**src/rtl/acc_requant_q7p9.sv**
```systemverilog
// Streaming requantizer: 32-bit accumulator * scale, rounding shift, saturate to Q7.9.
// Optional SAT_COUNT_EN adds a saturating count of clipped outputs (sat_count).
module acc_requant_q7p9 #(
   parameter int unsigned ACC_W   = 32,
   parameter int unsigned SCALE_W = 16,
   parameter int unsigned OUT_W   = 16,
   parameter int unsigned SHIFT_W = 6
) (
   input  logic               clk,
   input  logic               rst,
   input  logic               in_valid,
   output logic               in_ready,
   input  logic [ACC_W-1:0]   in_acc,
   input  logic [SCALE_W-1:0] cfg_scale,
   input  logic [SHIFT_W-1:0] cfg_shift,
   output logic               out_valid,
   input  logic               out_ready,
   output logic [OUT_W-1:0]   out_x,
   output logic               out_sat
`ifdef SAT_COUNT_EN
   ,
   output logic [15:0]        sat_count
`endif
);

   localparam int unsigned PROD_W = ACC_W + SCALE_W;
   localparam int unsigned RND_W  = PROD_W + 1;
   localparam int unsigned MAX_SH = PROD_W - 1;
   localparam logic signed [RND_W-1:0] OUT_MAX = RND_W'((longint'(1) << (OUT_W - 1)) - 1);
   localparam logic signed [RND_W-1:0] OUT_MIN = RND_W'(-(longint'(1) << (OUT_W - 1)));

   logic                      v1;
   logic                      v2;
   logic                      adv1;
   logic                      adv2;
   logic signed [PROD_W-1:0]  prod1;
   logic [SHIFT_W-1:0]        sh1;

   logic signed [PROD_W-1:0]  prod_c;
   logic [SHIFT_W-1:0]        sh_c;
   logic signed [RND_W-1:0]   rnd_c;
   logic signed [RND_W-1:0]   sum_c;
   logic signed [RND_W-1:0]   r_c;
   logic [OUT_W-1:0]          x_c;
   logic                      sat_c;

   // Elastic stall chain: a stage moves when it is empty or the stage after it moves.
   assign adv2     = ~v2 | out_ready;
   assign adv1     = ~v1 | adv2;
   assign in_ready = adv1;
   assign out_valid = v2;

   // Stage-1 product/shift and stage-2 round-half-up plus clip.
   always_comb begin
      prod_c = PROD_W'($signed(in_acc)) * PROD_W'($signed(cfg_scale));
      sh_c   = (cfg_shift > SHIFT_W'(MAX_SH)) ? SHIFT_W'(MAX_SH) : cfg_shift;
      rnd_c  = '0;
      if (sh1 != '0) begin
         rnd_c = RND_W'(1) << (sh1 - SHIFT_W'(1));
      end
      sum_c  = RND_W'(prod1) + rnd_c;
      r_c    = sum_c >>> sh1;
      x_c    = OUT_W'(r_c);
      sat_c  = 1'b0;
      if (r_c > OUT_MAX) begin
         x_c   = OUT_W'(OUT_MAX);
         sat_c = 1'b1;
      end else if (r_c < OUT_MIN) begin
         x_c   = OUT_W'(OUT_MIN);
         sat_c = 1'b1;
      end
   end

   always_ff @(posedge clk or posedge rst) begin
      if (rst) begin
         v1    <= 1'b0;
         prod1 <= '0;
         sh1   <= '0;
      end else if (adv1) begin
         v1    <= in_valid;
         prod1 <= prod_c;
         sh1   <= sh_c;
      end
   end

   always_ff @(posedge clk or posedge rst) begin
      if (rst) begin
         v2      <= 1'b0;
         out_x   <= '0;
         out_sat <= 1'b0;
      end else if (adv2) begin
         v2      <= v1;
         out_x   <= x_c;
         out_sat <= sat_c;
      end
   end

`ifdef SAT_COUNT_EN
   // Counts clipped words as they leave; sticks at all-ones.
   always_ff @(posedge clk or posedge rst) begin
      if (rst) begin
         sat_count <= '0;
      end else if (v2 && out_ready && out_sat && (sat_count != 16'hFFFF)) begin
         sat_count <= sat_count + 16'd1;
      end
   end
`endif

endmodule
```
**config.mk**
```make
export PLATFORM = sky130hd
export DESIGN_NAME = acc_requant_q7p9
export DESIGN_NICKNAME = d
export VERILOG_FILES = /design/src/rtl/acc_requant_q7p9.sv
export SDC_FILE = /design/constraint.sdc
export NUM_CORES = 2
export LEC_CHECK = 0
export CORE_AREA = 8 8 227 229
export DETAILED_ROUTE_END_ITERATION = 8
export DIE_AREA = 0 0 235 237
export PLACE_DENSITY = 0.85
export SLEW_MARGIN = 5
export SYNTH_ARGS = -nofsm -noshare
export SYNTH_HDL_FRONTEND = slang
export SYNTH_SLANG_ARGS = --single-unit
```
**constraint.sdc**
```tcl
create_clock -name clk -period 13.8 [get_ports clk]
set_input_delay 4.14 -clock clk [delete_from_list [all_inputs] [get_ports clk]]
set_output_delay 4.14 -clock clk [all_outputs]
set_load 0.05 [all_outputs]
```
**Word-level counts from Yosys, hierarchy flattened**

Index checks and enable logic that the tools add are counted.

- Output and inout bits: 19
- Bits of input ports: 58
- Register bits: 73
- Logic and storage cells: 25

- Shifts and indexed selects: 2
- Reductions and logical operators: 1
- Multipliers: 1
- Bitwise gates (word level): 4
- Magnitude comparators: 3
- Mux-type cells: 6
- $add $sub $neg: 2

Operator list:

| operator | number |
|---|---|
| adder 48 x 49 -> 49 bit | 1 |
| greater-than comparator 49 x 16 -> 1 bit, second input constant | 1 |
| less-than comparator 49 x 16 -> 1 bit, second input constant | 1 |
| 2-to-1 mux 49 bit | 1 |
| left shift 1 x 6 -> 49 bit, first input constant | 1 |
| >>> shifter 49 x 6 -> 49 bit | 1 |
| multiplier 32 x 16 -> 48 bit | 1 |
| 2-to-1 mux 16 bit | 2 |
| greater-than comparator 6 bit, second input constant | 1 |
| 2-to-1 mux 6 bit | 1 |
| nonzero test 6 bit | 1 |
| subtractor 6 x 1 -> 6 bit, second input constant | 1 |
| 2-to-1 mux 1 bit | 2 |
| NOT 1 bit | 2 |
| bitwise OR 1 bit | 2 |

**Logic depth before layout (Yosys ltp)**

- Depth after elaboration: 8
- Gate-level depth with buffers: 30
- Gate-level depth less buffers: 29

**Worst setup path before layout**

Ideal clock, no wire load.

- Path type: input to register
- From: input in_acc[13]
- To: register prod1[47]
- Setup slack: 3.195 ns
- Arrival: 10.465 ns
- Path buffers: 1
- Stages: 29
- Library setup time: 0.140 ns
- Cell sequence: clkbuf_1 > nand2_1 > fa_1 > inv_1 > fa_1 > inv_1 > fa_1 > inv_1 > fa_1 > inv_1 > fa_1 > inv_1 > fa_1 > ha_1 > o2111a_1 > a211oi_1 > o21ba_2 > nor3_1 > nand3_1 > a21oi_1 > nor3b_1 > nor4b_1 > o21ai_0 > o31a_1 > a21oi_1 > nand4_1 > a21boi_0 > or3_1 > a31oi_1

- Word-level cells in the longest chain between the ends: 1

Ends and longest elaborated chain:

| element | RTL line | source |
|---|---|---|
| start: declaration | 13 | `input logic [ACC_W-1:0] in_acc,` |
| multiplier 32 x 16 -> 48 bit | 55 | `prod_c = PROD_W'($signed(in_acc)) * PROD_W'($signed(cfg_scale));` |
| end signal: assignment | 81 | `prod1 <= prod_c;` |
| end: declaration | 36 | `logic signed [PROD_W-1:0] prod1;` |

Every way passes these cells.
A chain may end at the register's enable or synchronous reset.

**Worst setup path in the final report**

- From: input cfg_scale[10]
- To: register prod1[47]

- Word-level cells in the longest chain between the ends: 1

Ends and longest elaborated chain:

| element | RTL line | source |
|---|---|---|
| start: declaration | 14 | `input logic [SCALE_W-1:0] cfg_scale,` |
| multiplier 32 x 16 -> 48 bit | 55 |  |

Every way passes these cells.

==> results.sh <==
export IMPL_timing_rr_start="sh1[2]"
export IMPL_arrival_ns=12.20
export IMPL_ctsHoldBuffers=0
export IMPL_r2r_setup_slack_ns=5.56
export IMPL_required_ns=14.08
export IMPL_fill_cells=3933
export IMPL_syn_nets=4141
export IMPL_firstDrtPassIters=9
export IMPL_ys_seq_elements=73
export IMPL_fmax_ghz=0.0839
export IMPL_ctsResizeCount=0
export IMPL_synth_area_um2=28300
export IMPL_setup_tns_ns=0
export IMPL_cts_sinks=73
export IMPL_period_minus_slack_ns=11.92
export IMPL_wirelength_um=82200
export IMPL_regArea_um2=1830
export IMPL_min_to="out_valid"
export IMPL_start_util_pct=58.9
export IMPL_htreeDepth=3
export IMPL_reg2reg_to="out_x[12]"
export IMPL_period_share_pct=86.4
export IMPL_detail_route_antenna_nets=0
export IMPL_root_buffer="clkbuf_16"
export IMPL_numCtsBuffers=9
export IMPL_rsz0062_at_grt="no"
export IMPL_fin_nets=4076
export IMPL_gp_congestion=1.02
export IMPL_drc=0
export IMPL_grt_start_max_net_pins=74
export IMPL_die_x_um=235
export IMPL_placed_area_um2=29400
export IMPL_worst_pin_slew_ns=1.18
export IMPL_vias=25000
export IMPL_status="finished, final reports clean"
export IMPL_die_h_um=237
export IMPL_diodes=0
export IMPL_ys_types=96
export IMPL_final_cell_area_um2=29700
export IMPL_cts_setup_buffers=0
export IMPL_r2r_worst_path_cells=22
export IMPL_synth_cells=3434
export IMPL_grt_pass1_vias=25200
export IMPL_cts_clk_slew_worst_paths_ns=0.06
export IMPL_relSlewSlack_pct=20.8
export IMPL_wire_per_inst_um=20.6
export IMPL_ys_seq_area_share_pct=6.45
export IMPL_clock_latency_ns=0.36
export IMPL_first_iter_violations=2875
export IMPL_routed_via_density=6.27
export IMPL_grt_total_usage_pct=29.2
export IMPL_ys_flop_type="dfrtp_1"
export IMPL_grt_pass1_wl_um=133000
export IMPL_path_class="primary input to register"
export IMPL_hold_viol=0
export IMPL_end_kind="register"
export IMPL_overflow=0
export IMPL_hp_start="v1"
export IMPL_synth_enable_flop_cells=0
export IMPL_min_path_type="register to register"
export IMPL_ys_async_sr_fraction_pct=100
export IMPL_antenna_found_initial=0
export IMPL_multiInputGateArea_um2=23800
export IMPL_syn_area_per_cell_um2=8.25
export IMPL_drive_above_1_share_pct=4.18
export IMPL_hold_depth=1
export IMPL_fp_dieArea_um2=55700
export IMPL_hpwl_um=64800
export IMPL_port_buffers=76
export IMPL_maxSlewViolCount=0
export IMPL_drv_cap=0
export IMPL_cts_tree="done"
export IMPL_finClkSkew_ns=0.00941
export IMPL_rows=81
export IMPL_worstPathMaxFanout=32
export IMPL_ioPinCount=77
export IMPL_setup_violations=0
export IMPL_start_kind="primary input"
export IMPL_clk_path_buf_depth=2
export IMPL_synth_warnings=0
export IMPL_core_area_um2=48100
export IMPL_area_growth_pct=4.81
[registers in the layout, indices dropped and copies added (netlist names)]
name and cells:
sh1 6, v1 1, prod1 48, out_valid 1, out_sat 1, out_x 16
[area by class of cell]
cell class	count	area share, %
Sequential cell	73	6.16
Multi-Input combinational cell	2647	80.2
Clock inverter	3	0.0632
Clock buffer	12	0.796
Inverter	522	6.60
Tap cell	622	2.62
Timing Repair Buffer	116	3.57
[critical path: stages]
cell and delay [ns]:
clkdlybuf4s50_1 1.26, nand2_1 0.23, fa_1 0.57, fa_1 0.54, inv_1 0.05, fa_1 0.48, inv_1 0.06, fa_1 0.48
fa_1 0.51, inv_1 0.05, fa_1 0.43, ha_1 0.39, o2111a_1 0.22, a211oi_1 0.05, o21ba_2 0.21, nor3_1 0.17
nand3_1 0.15, a21oi_1 0.18, nor3b_1 0.10, nor4b_1 0.42, o21ai_0 0.26, o31a_1 0.35, a21oi_1 0.25, nand4_1 0.13
a21boi_0 0.21, o21ai_0 0.11, a31oi_1 0.20
[kinds of logic after synthesis]
group	share of synthesized area, %
buf+inv	9.53
fa+ha+maj	41.6
compound gates	15.5
flops	6.45
xor+xnor	2.53
simple gates	19.5
mux	4.87
[cells in the mapped netlist, types with 8 or more instances]
cell type	instances	area [um^2]
nand2b_1	44	275
and2_1	191	1190
a211oi_1	52	390
o21ai_0	102	510
a31oi_1	29	181
mux2i_1	61	611
a221oi_1	12	105
a22oi_1	8	60.1
nor3_1	50	250
inv_1	520	1950
nand4_1	24	150
xnor2_1	52	455
clkbuf_1	167	627
nor2_1	206	773
o221ai_1	8	70.1
nor2b_1	8	50.1
nand2_1	501	1880
buf_1	15	56.3
o211ai_1	33	248
nor3b_1	8	60.1
mux2_2	20	225
a211o_1	10	87.6
or2_2	9	56.3
a311oi_1	9	78.8
dfrtp_1	73	1830
nor4_1	15	93.8
ha_1	162	2030
fa_1	487	9750
mux4_2	23	518
o21bai_1	16	120
buf_2	9	45.0
and3_1	23	144
o31ai_1	22	165
a21o_1	60	450
a21oi_1	154	771
nand3_1	49	245
or3_1	15	93.8
xor2_1	28	245
o21a_1	12	90.1
[worst max-delay path by stage]
| stage | startpoint | to | slack (ns) | cells after the start |
|---|---|---|---|---|
| after global routing | cfg_scale[10] | prod1[47] | 1.41 | 27 |
| after global placement | cfg_scale[10] | prod1[47] | 1.78 | 27 |
| after CTS | cfg_scale[10] | prod1[47] | 1.97 | 27 |
| after floorplan | in_acc[13] | prod1[47] | 3.19 | 29 |
| final | cfg_scale[10] | prod1[47] | 1.88 | 27 |
| after detailed placement | cfg_scale[10] | prod1[47] | 1.59 | 27 |
[cells in the final DEF, fill, tap and decap left out, drive strengths merged, types with 53 or more instances in the layout]
cell	n
nor2	206
inv	521
a21oi	155
xnor2	53
ha	162
a211oi	55
o21ai	108
dfrtp	73
mux2i	61
fa	487
a21o	60
and2	191
nand2	501
clkdlybuf4s50	76
[stage by stage]
stage | hold slack, ns | utilization (%) | std cells | worst slack [ns]
6_report | 0.458 | 61.7 | 3995 | 1.88
5_1_grt | 0.484 | 61.7 | 3995 | 1.41
4_1_cts | 0.462 | 61.7 | 3995 | 1.97
3_5_place_dp | 0.450 | 61.2 | 3980 | 1.59
3_3_place_gp | 0.460 | 61.2 | 3980 | 1.78
2_1_floorplan | 0.430 | - | 3434 | 3.19
[per-layer routing]
| layer | global-route usage (%) | wire length, um |
|---|---|---|
| met1 | 39.0 | 32500 |
| met2 | 46.4 | 36900 |
| met3 | 5.39 | 8670 |
| met4 | 12.8 | 4160 |
| met5 | 0 | 0 |
Power is left out: the tool's default activity adds up to more than one toggle a clock period on the data nets, which glitch-free logic cannot reach.
